### src/rtl/riscv_pkg.sv
// Shared RISC-V core definitions: opcodes, jump control codes,
// jump sequencer states and exception causes.
package riscv_pkg;

  localparam logic [6:0] OP_JAL  = 7'b1101111;
  localparam logic [6:0] OP_JALR = 7'b1100111;

  localparam logic [1:0] JC_JAL  = 2'b01;
  localparam logic [1:0] JC_JALR = 2'b10;

  localparam logic [1:0] CAUSE_MISALIGN = 2'b01;
  localparam logic [1:0] CAUSE_ILLEGAL  = 2'b10;

  typedef enum logic [1:0] {
    S_IDLE,
    S_RS1_WAIT,
    S_REDIRECT,
    S_WRITEBACK
  } jstate_e;

endpackage

### src/rtl/jump_target_calc.sv
// Combinational JAL/JALR target, link address and
// misalignment flag.
module jump_target_calc
  import riscv_pkg::*;
#(
  parameter int XLEN = 32
) (
  input  logic [1:0]      ctrl,
  input  logic [XLEN-1:0] pc,
  input  logic [XLEN-1:0] rs1,
  input  logic [20:0]     imm,
  output logic [XLEN-1:0] target,
  output logic [XLEN-1:0] link,
  output logic            misaligned
);

  logic [XLEN-1:0] imm_j;
  logic [XLEN-1:0] imm_i;
  logic [XLEN-1:0] sum;
  logic [XLEN-1:0] lsb_clr;

  always_comb begin
    imm_j   = {{(XLEN-21){imm[20]}}, imm};
    imm_i   = {{(XLEN-12){imm[11]}}, imm[11:0]};
    lsb_clr = {{(XLEN-1){1'b1}}, 1'b0};
    if (ctrl == JC_JALR) begin
      sum = (rs1 + imm_i) & lsb_clr;
    end else begin
      sum = pc + imm_j;
    end
    target     = sum;
    link       = pc + XLEN'(4);
    misaligned = sum[1];
  end

endmodule

### src/rtl/jump_ctrl_fsm.sv
// JAL/JALR sequencer: rs1 fetch, PC redirect with flush,
// link writeback and misaligned/illegal exceptions.
module jump_ctrl_fsm
  import riscv_pkg::*;
#(
  parameter int XLEN = 32
) (
  input  logic            clk,
  input  logic            rst_n,
  input  logic            valid_i,
  output logic            ready_o,
  input  logic [1:0]      jump_control_i,
  input  logic [4:0]      rd_i,
  input  logic [20:0]     imm_i,
  input  logic [XLEN-1:0] pc_i,
  output logic            rs1_req_o,
  input  logic            rs1_valid_i,
  input  logic [XLEN-1:0] rs1_data_i,
  output logic            redirect_valid_o,
  input  logic            redirect_ready_i,
  output logic [XLEN-1:0] redirect_pc_o,
  output logic            flush_o,
  output logic            wb_valid_o,
  input  logic            wb_ready_i,
  output logic [4:0]      wb_rd_o,
  output logic [XLEN-1:0] wb_data_o,
  output logic            exc_o,
  output logic [1:0]      exc_cause_o
);

  jstate_e state, state_d;

  logic [4:0]      rd_q;
  logic [20:0]     imm_q;
  logic [XLEN-1:0] pc_q;
  logic [XLEN-1:0] link_q;
  logic [XLEN-1:0] target_q;
  logic            exc_q, exc_d;
  logic [1:0]      cause_q, cause_d;
  logic            ld_cap;
  logic            ld_tgt;

  logic            idle;
  logic [1:0]      c_ctrl;
  logic [XLEN-1:0] c_pc;
  logic [20:0]     c_imm;
  logic [XLEN-1:0] c_target;
  logic [XLEN-1:0] c_link;
  logic            c_mis;

  // Outside IDLE only the JALR completion uses the calculator.
  assign idle   = (state == S_IDLE);
  assign c_ctrl = idle ? jump_control_i : JC_JALR;
  assign c_pc   = idle ? pc_i : pc_q;
  assign c_imm  = idle ? imm_i : imm_q;

  jump_target_calc #(
    .XLEN(XLEN)
  ) u_calc (
    .ctrl      (c_ctrl),
    .pc        (c_pc),
    .rs1       (rs1_data_i),
    .imm       (c_imm),
    .target    (c_target),
    .link      (c_link),
    .misaligned(c_mis)
  );

  always_ff @(posedge clk or negedge rst_n) begin
    if (!rst_n) begin
      state <= S_IDLE;
    end else begin
      state <= state_d;
    end
  end

  always_comb begin
    state_d = state;
    exc_d   = 1'b0;
    cause_d = cause_q;
    ld_cap  = 1'b0;
    ld_tgt  = 1'b0;
    unique case (state)
      S_IDLE: begin
        if (valid_i) begin
          ld_cap = 1'b1;
          unique case (1'b1)
            (jump_control_i == JC_JAL): begin
              ld_tgt = 1'b1;
              if (c_mis) begin
                exc_d   = 1'b1;
                cause_d = CAUSE_MISALIGN;
              end else begin
                state_d = S_REDIRECT;
              end
            end
            (jump_control_i == JC_JALR): begin
              state_d = S_RS1_WAIT;
            end
            default: begin
              exc_d   = 1'b1;
              cause_d = CAUSE_ILLEGAL;
            end
          endcase
        end
      end
      S_RS1_WAIT: begin
        if (rs1_valid_i) begin
          ld_tgt = 1'b1;
          if (c_mis) begin
            exc_d   = 1'b1;
            cause_d = CAUSE_MISALIGN;
            state_d = S_IDLE;
          end else begin
            state_d = S_REDIRECT;
          end
        end
      end
      S_REDIRECT: begin
        if (redirect_ready_i) begin
          state_d = (rd_q == 5'd0) ? S_IDLE : S_WRITEBACK;
        end
      end
      S_WRITEBACK: begin
        if (wb_ready_i) begin
          state_d = S_IDLE;
        end
      end
      default: state_d = S_IDLE;
    endcase
  end

  always_ff @(posedge clk or negedge rst_n) begin
    if (!rst_n) begin
      rd_q     <= '0;
      imm_q    <= '0;
      pc_q     <= '0;
      link_q   <= '0;
      target_q <= '0;
      exc_q    <= 1'b0;
      cause_q  <= '0;
    end else begin
      exc_q   <= exc_d;
      cause_q <= cause_d;
      if (ld_cap) begin
        rd_q   <= rd_i;
        imm_q  <= imm_i;
        pc_q   <= pc_i;
        link_q <= c_link;
      end
      if (ld_tgt) begin
        target_q <= c_target;
      end
    end
  end

  assign ready_o          = idle;
  assign rs1_req_o        = (state == S_RS1_WAIT);
  assign redirect_valid_o = (state == S_REDIRECT);
  assign flush_o          = redirect_valid_o & redirect_ready_i;
  assign redirect_pc_o    = target_q;
  assign wb_valid_o       = (state == S_WRITEBACK);
  assign wb_rd_o          = rd_q;
  assign wb_data_o        = link_q;
  assign exc_o            = exc_q;
  assign exc_cause_o      = cause_q;

endmodule

### config.mk
export PLATFORM = sky130hd
export DESIGN_NAME = jump_ctrl_fsm
export DESIGN_NICKNAME = d
export VERILOG_FILES = /design/src/rtl/riscv_pkg.sv /design/src/rtl/jump_target_calc.sv /design/src/rtl/jump_ctrl_fsm.sv
export SDC_FILE = /design/constraint.sdc
export NUM_CORES = 1
export LEC_CHECK = 0
export ABC_AREA = 1
export CAP_MARGIN = 20
export CORE_AREA = 10 10 224 226
export DETAILED_ROUTE_END_ITERATION = 12
export DIE_AREA = 0 0 234 236
export HOLD_SLACK_MARGIN = 0.03
export PLACE_DENSITY = 0.5
export SKIP_LAST_GASP = 1
export SLEW_MARGIN = 5
export SYNTH_ARGS = -nofsm -noshare
export SYNTH_HDL_FRONTEND = slang
export SYNTH_HIERARCHICAL = 1
export SYNTH_SLANG_ARGS = --single-unit
### constraint.sdc
create_clock -name clk -period 4.65 [get_ports clk]
set_clock_uncertainty 0.05 [all_clocks]
set_input_delay 0.6975 -clock clk [delete_from_list [all_inputs] [get_ports clk]]
set_output_delay 0.6975 -clock clk [all_outputs]
set_load 0.03 [all_outputs]
# Yosys cells after proc, flatten, opt, wreduce, memory -nomap -nowiden
# Cells that the tools add are included.
# totals
regBits	127
inputBits	98
elab_cells	59
# op_classes
eq_ne	13
n_bitwise	1
add_sub_neg	3
n_reduce_logical	5
muxes	29
# op_table
operator	n
$add 32x32->32	2
$mux 32	2
$add 32x3->32 const B	1
$mux 2	11
$mux 21	1
$pmux 2 s2	3
$eq 2x2->1 const B	4
$mux 1	8
$pmux 2 s4	1
$ne 2x1->1 const B	3
$pmux 1 s2	3
$reduce_and 6->1	1
$logic_not 5->1	1
$eq 2x1->1 const B	2
$ne 2x2->1 const B	2
$reduce_and 4->1	1
$ne 3x1->1 const B	1
$ne 3x3->1 const B	1
$logic_not 2->1	1
$reduce_bool 2->1	1
$and 1x1->1	1

# Depth between registers and ports, before layout
# Gate-level depths: netlist of run 1.
# depth
ltp_word	8
mapped_depth	22

# Cells and area by module
# Netlist of run 1, hierarchy kept.
# modules_own_cells
mod	seq_area_each_um2	area_each_um2	n_inst	cells_per_inst
jump_target_calc	0.0	5709.2	1	1192
jump_ctrl_fsm	3178.0	5597.9	1	701

# Worst setup path before layout of run 1
# OpenSTA, ideal clock, no wires.
# synth_path
path_type	register to register
startpoint	register state[0]
endpoint	register target_q[14], in the netlist redirect_pc_o[14]
t_arrival_ns	3.801
setup_ns	0.126
path_buffers	2
required_ns	4.474
setup_slack_ns	0.673
stages_incl_launch_ff	19
synth_period_minus_slack_ns	3.977
path_cell_list	dfrtp_1 -> buf_6 -> nor2_4 -> inv_2 -> clkbuf_1 -> o21ai_0 -> ha_1 -> nand2_1 -> inv_1 -> nand2_1 -> inv_1 -> a21oi_1 -> nand2_1 -> o21ai_0 -> inv_1 -> nand2_1 -> o21ai_0 -> nand2_1 -> o21ai_0
# synth_between
elab_chain_cells	4
# synth_rtl
element	line	rtl
from (decl)	jump_ctrl_fsm.sv:31	jstate_e state, state_d;
from (signal assigned)	jump_ctrl_fsm.sv:73	state <= state_d;
$logic_not 2->1 *	jump_ctrl_fsm.sv:52	assign idle = (state == S_IDLE);
named net ready_o	jump_ctrl_fsm.sv:11	output logic ready_o,
$mux 21 *	jump_ctrl_fsm.sv:55	assign c_imm = idle ? imm_i : imm_q;
named net c_imm[11]	jump_ctrl_fsm.sv:46	logic [20:0] c_imm;
$add 32x32->32 (on tied branches)	jump_target_calc.sv:29, jump_target_calc.sv:27	
$mux 32 *	jump_target_calc.sv:26	if (ctrl == JC_JALR) begin
named net c_target[14]	jump_ctrl_fsm.sv:47	logic [XLEN-1:0] c_target;
to (signal assigned)	jump_ctrl_fsm.sv:152	target_q <= c_target;
to (decl)	jump_ctrl_fsm.sv:37	logic [XLEN-1:0] target_q;
# Mark *: on every way through the listed nets, which the timed path passes. The rest lies on a longest branch.
# A chain may end at the register's enable or synchronous reset.

# Final worst setup path of run 1
# layout_path
startpoint	register state[0]
endpoint	register target_q[27], in the netlist redirect_pc_o[27]
# layout_between
elab_chain_cells	4
# layout_rtl
element	line	rtl
$logic_not 2->1	jump_ctrl_fsm.sv:52	
$mux 32	jump_ctrl_fsm.sv:54	assign c_pc = idle ? pc_i : pc_q;
named net c_pc[23]	jump_ctrl_fsm.sv:45	logic [XLEN-1:0] c_pc;
$add 32x32->32	jump_target_calc.sv:29	sum = pc + imm_j;
$mux 32	jump_target_calc.sv:26	
named net c_target[27]	jump_ctrl_fsm.sv:47	
# The timed path passes the listed nets, and every way through them passes these cells.

==> flow_summary.yaml, run 1 <==
power:
  ir_drop_v: 0.000452
  power.density_nw_per_um2: 847
  combPwrFrac_pct: 72.4
  netSwitchingFraction_pct: 55.4
  clkPwrFrac_pct: 11.6
  power_mw: 12.2
  p_seq_share_pct: 16.0
  leakage_nw: 7.82
  p_int_mw: 5.45
  switching_power_mw: 6.78
timing:
  post-route-min-period_ps: 3770
  hold_violations: 0
  hold_slack_ps: 195
  fmax_mhz: 265
  relSlewSlack_pct: 36.6
  rsz0062_at_grt: "no"
  post-route-period-util_pct: 81.1
  setup_viol: 0
  fin_setup_tns_ps: 0
  maxSlewViolCount: 0
  tightest_slew_ps: 952
clocking:
  clkLatencyLatePin_ps: 450
  cts.clk_slew.worst_paths_ps: 60
  cts_resized: 0
  cts_made_buffers: 17
  cts_hold_buf: 0
  root_buffer: "clkbuf_16"
  clkSinkCount: 127
  cts_setup_buffers: 0
  cts_tree: "done"
  h-tree-depth: 4
  clock_path_buffers: 2
yosys:
  muxShareOfSynthArea_pct: 0
  yosysUniqueCellTypes: 41
  yosysTopAreaCellShare_pct: 28.1
  ys_warn_count: 6
  synth_xor_area_share_pct: 2.94
  synth_most_common_cell: "nand2_1"
  ys_seq_area_share_pct: 28.1
  ys.flop_type: "dfrtp_1"
  synthSimpleGateAreaFrac_pct: 37.5
  synth_seq_cells: 127
  yosysTopAreaCell: "dfrtp_1"
  syn_nets: 2055
  async_reset_ff_share_pct: 100
  avgSynthCellArea_um2: 5.97
  synth_area_um2: 11300
  synth_top_family_by_area: "simple AND/OR/NAND/NOR gates"
  synth_edf_count: 0
  synth_fa_ha_area_share_pct: 7.21
  syn_inst: 1893
  synth_compound_area_share_pct: 10.9
  netlist_top_cells_area: "dfrtp_1 28%, nand2_1 26%, inv_1 11%"
  ys_top_cells_by_count: "770 x nand2_1, 339 x inv_1, 168 x o21ai_0"
cells_and_area:
  nFillCells: 5127
  layout-drive-gt1-share_pct: 4.04
  diodes: 0
  area_growth_pct: 27.7
  seqCellArea_um2: 3180
  layout.nets: 2230
  multi_input_area_um2: 6630
floorplanning:
  rows: 79
  die_h_um: 236
  core_area_um2: 45900
  dieWidth_um: 234
  ios: 175
  design.die.area_um2: 55200
  start_util_pct: 24.7
worst_setup_path:
  max_stage_delay_ps: 600
  path_delay_family: "simple AND/OR/NAND/NOR gates"
  worst-r2r-setup-slack_ps: 880
  start_kind: "flop"
  worstPathArrival_ps: 4030
  cp_cell_sequence: "nor2_4, inv_2, buf_12, o21ai_0, ha_1, nand2_1, nor2_1, inv_1, nor3_1, nand2_1, nand2_1, nand2_1, nand3_1, nand2_1, nand2_1, o21ai_0"
  cp_max_fo: 39
  worst-path-buf-inv: 3
  worstSetupPathType: "flop to flop"
  required_ps: 4910
  worstRegToRegCells: 16
  slowest_stage: "o21ai_0"
  crit_cells: 16
  worstSetupEndpointType: "flop"
  cp_common_cell: "nand2_1"
global_route:
  grt_first_pass_wirelength_um: 65200
  antenna_found_initial: 0
  grt_pass1_vias: 11700
  grt.overflow.total: 0
  grt.total_usage_pct: 15.1
  grt_max_degree: 107
route:
  drtAntennaViolNets: 0
  drtIter0Drc: 865
  drt-wirelength-per-cell_um: 15.4
  num_vias: 12000
  drt-pass1-iter-count: 5
  drc: 0
  viasPerCell: 4.45
  totalWireLength_um: 41400
job:
  maxCapViolCount: 0
placed_design:
  io_buffers: 174
  dp_hpwl_um: 33500
  place.gp.congestion: 0.884
min_path:
  hold_class: "primary input to async pin"
outcome:
  outcome: "finished clean"
-- per-layer routing --
layer | vias to the layer above | wire (um) | track usage (%)
met5 | - | 0 | 0
met4 | 0 | 821 | 4.28
met3 | 44 | 2630 | 2.99
met2 | 347 | 17900 | 23.4
met1 | 5400 | 20100 | 20.8
li1 | 6181 | - | -
-- worst paths after layout --
check,startpoint,to
hold / removal,rst_n,state[0]
setup reg to reg,state[0],redirect_pc_o[27]
min in group clk,wb_data_o[5],wb_data_o[5]
max in group asynchronous,rst_n,pc_q[3]
hold reg to reg,wb_data_o[5],wb_data_o[5]
setup / recovery,state[0],redirect_pc_o[27]
-- flip-flops by register name, indices dropped and copies added, names as in the netlist --
register,cells
exc_cause_o,2
exc_o,1
imm_q,21
pc_q,32
redirect_pc_o,32
state,2
wb_data_o,32
wb_rd_o,5
-- cell usage in the layout (no fill, tap or decap), types with 2 or more instances in the layout --
cell             instances
inv_6                    2
nand3_1                100
nor2_4                   4
a21boi_0                 2
a21o_1                   2
xnor2_1                 12
nand3b_1                 7
nand3_2                  2
xor2_1                  26
buf_4                   26
and2_1                   2
o21bai_1                 5
ha_1                    62
clkinvlp_4               2
clkbuf_16               17
and3_1                   2
nand2_1                770
buf_12                   2
a21oi_1                 56
o21ai_1                  2
nor2_1                 105
nor3_1                  14
fa_1                     2
inv_1                  339
o21ai_0                167
nor2_2                   3
nand2_2                  2
nand4_1                 15
clkdlybuf4s50_1        173
clkbuf_1                 2
dfrtp_1                127
nor4_1                   2
bufinv_16                3
clkinv_2                 2
clkinv_4                 3
inv_2                    3
nand2_4                  3
-- logic make-up after synthesis --
group	Yosys count
AND/OR/NAND/NOR	1038
buffers and inverters	388
AO/OA/AOI/OAI	238
flip-flops	127
adder cells (fa/ha/maj)	64
XOR/XNOR	38
-- worst register-to-register path, cell delays in order, from the launching register on --
cell and delay [ps]:
dfrtp_1 490, nor2_4 230, inv_2 290, buf_12 280, o21ai_0 620, ha_1 380, nand2_1 120, nor2_1 230
inv_1 100, nor3_1 230, nand2_1 160, nand2_1 100, nand2_1 50, nand3_1 120, nand2_1 80, nand2_1 60
o21ai_0 70
-- cell type report --
| cell class | count | area share, % |
|---|---|---|
| Clock buffer | 20 | 3.09 |
| Clock inverter | 12 | 1.10 |
| Inverter | 342 | 8.89 |
| Multi-Input combinational cell | 1378 | 45.9 |
| Sequential cell | 127 | 22.0 |
| Tap cell | 607 | 5.26 |
| Timing Repair Buffer | 202 | 13.7 |
-- power by group through the flow --
stage,logic (mW),registers [mW],clock network [mW]
global route,10.1,2.02,1.52
detailed placement,8.86,1.96,0
finish,8.86,1.95,1.42
CTS,8.91,1.96,1.47
global placement,8.84,1.96,0
floorplan,5.48,2.44,0
-- metrics by stage --
stage | instance area, um^2 | instances | util [%] | setup slack (ps)
floorplan | 11300 | 1893 | - | 673
global placement | 13800 | 2656 | 30.2 | 877
detailed placement | 13800 | 2656 | 30.2 | 852
CTS | 14400 | 2688 | 31.5 | 855
global route | 14400 | 2688 | 31.5 | 528
finish | 14400 | 2688 | 31.5 | 880
Note: power is estimated with default switching activity, not from simulation.
==> run 2: changes to the inputs <==
==> constraint.sdc (replaced) <==
create_clock -name clk -period 3.6 [get_ports clk]
set_clock_uncertainty 0.05 [all_clocks]
set_input_delay 0.54 -clock clk [delete_from_list [all_inputs] [get_ports clk]]
set_output_delay 0.54 -clock clk [all_outputs]
set_load 0.03 [all_outputs]
==> run 2 against run 1 <==
  * Design area grew 2.2%
  * Combinational power is 35% higher
  * Power increased by 33%
  * Non-clock buffer count rose by 39
  * Utilization is 0.69 points higher
  * Critical path depth rose by 2
  * Flip-flop and latch count unchanged
  * Global-route usage grew 0.055 points
  * First-iteration DRC count increased by 2.2%
  * Via count is 0.63% higher
  * Count of clock-buffer cells in the layout is 1 lower
  * Setup slack got worse by 560 ps
  * Critical endpoint is now redirect_pc_o[28]
  * Highest routed layer unchanged
==> flow_summary.yaml, run 2 (synthesis results as in run 1) <==
floorplanning:
  start_util_pct: 24.7
  ios: 175
  design.die.area_um2: 55200
  dieWidth_um: 234
  core_area_um2: 45900
  rows: 79
  die_h_um: 236
global_route:
  grt_first_pass_wirelength_um: 65600
  grt_max_degree: 95
  grt.total_usage_pct: 15.2
  grt.overflow.total: 0
  gr-usage-met3_pct: 3.04
  top_usage_layer: "met2"
  antenna_found_initial: 0
  grtUsageMet2_pct: 23.7
  grt_pass1_vias: 11800
  grt_use_met1_pct: 20.8
cells_and_area:
  layout-drive-gt1-share_pct: 5.90
  final_common_cell: "nand2_1"
  area_growth_pct: 30.5
  final_cell_mix: "770 x nand2_1, 339 x inv_1, 173 x clkdlybuf4s50_1, 164 x o21ai_0, 127 x dfrtp_1"
  layout.nets: 2269
  diodes: 0
outcome:
  outcome: "finished clean"
timing:
  setup_viol: 0
  post-route-period-util_pct: 91.1
  relSlewSlack_pct: 43.7
  hold_violations: 0
  rsz0062_at_grt: "no"
  setup_slack_ps: 321
  tightest_slew_ps: 844
  post-route-min-period_ps: 3280
  maxSlewViolCount: 0
  fmax_mhz: 305
min_path:
  hold_class: "primary input to async pin"
worst_setup_path:
  worstSetupPathType: "flop to flop"
  worstSetupEndpointType: "flop"
  cp-startpoint: "state[1]"
  worstPathArrival_ps: 3570
  r2r_start: "state[1]"
  start_kind: "flop"
  cp_max_fo: 25
  required_ps: 3890
job:
  maxCapViolCount: 0
power:
  power_mw: 16.2
  leakage_nw: 8.01
  power.density_nw_per_um2: 1100
  ir_drop_v: 0.000489
clocking:
  clkSinkCount: 127
  cts_hold_buf: 0
  root_buffer: "clkbuf_16"
  cts_tree: "done"
  clkLatencyLatePin_ps: 450
  clock_path_buffers: 2
  h-tree-depth: 4
  cts.clk_slew.worst_paths_ps: 60
  cts_made_buffers: 17
route:
  num_vias: 12000
  drc: 0
  drt-pass1-iter-count: 7
  drtAntennaViolNets: 0
  viasPerCell: 4.42
  drt-wirelength-per-cell_um: 15.3
  drtIter0Drc: 884
  totalWireLength_um: 41800
placed_design:
  dp_hpwl_um: 34000
  post-place-ws_ps: -32.0
  io_buffers: 174
  place.gp.congestion: 0.921
[run 2: layer usage]
layer  routed length (um)  up-vias
met3                 2510       30
met5                    0        -
met2                18200      297
met4                  586        0
met1                20500     5458
li1                     -     6262
[run 2: area by class of cell]
cell class                      count  area (um^2)
Tap cell                          607          759
Clock buffer                       19          443
Multi-Input combinational cell   1378         6630
Sequential cell                   127         3180
Timing Repair Buffer              241         2320
Clock inverter                     13          131
Inverter                          342         1290
Fill cell                        5152        31100
[run 2: path summary, 6_finish.rpt]
kind	to	slack, ps	cells after the start
worst max-delay path	redirect_pc_o[28]	320	18
worst min-delay path	exc_o	80	1
worst max register to register	redirect_pc_o[28]	320	18
worst min register to register	wb_data_o[23]	430	2
max in group asynchronous	imm_q[16]	2660	2
min in group clk	wb_data_o[23]	430	2
[run 2: per-stage QoR]
stage	hold slack [ps]	utilization (%)	TNS, ps	cell area [um^2]	std cells
6_report	81.4	32.2	0	14800	2727
3_5_place_dp	417	30.9	-43.8	14200	2695
5_1_grt	172	32.2	0	14800	2727
3_3_place_gp	412	30.9	-6.14	14200	2695
2_1_floorplan	194	-	0	11300	1893
4_1_cts	141	32.2	0	14700	2727
[run 2: timing repair]
item                                    in CTS  in global routing
gates cloned                                 0                  0
buffers inserted                             0                  0
endpoints found under the setup margin       1                  5
gates resized for setup                      1                  4
[run 2: critical path, stage by stage (launching register included)]
cell,delay [ps]
dfrtp_1,460
nor2_4,180
inv_4,130
buf_12,190
nand2_1,50
o21ai_0,70
buf_4,160
ha_1,250
fa_2,410
nand3_1,100
nand3_1,170
nand3_1,140
nand3_1,190
nand2_1,150
nand3_1,90
nand3_1,140
nand2_1,100
nand2_1,70
o21ai_1,60
[run 2: power by group]
group | total, mW | switching [mW] | leakage [nW] | internal [mW]
Clock | 1.75 | 0.770 | 0.276 | 0.981
Combinational | 12.0 | 7.75 | 6.15 | 4.20
Sequential | 2.52 | 0.419 | 1.59 | 2.10
Total | 16.2 | 8.94 | 8.01 | 7.29
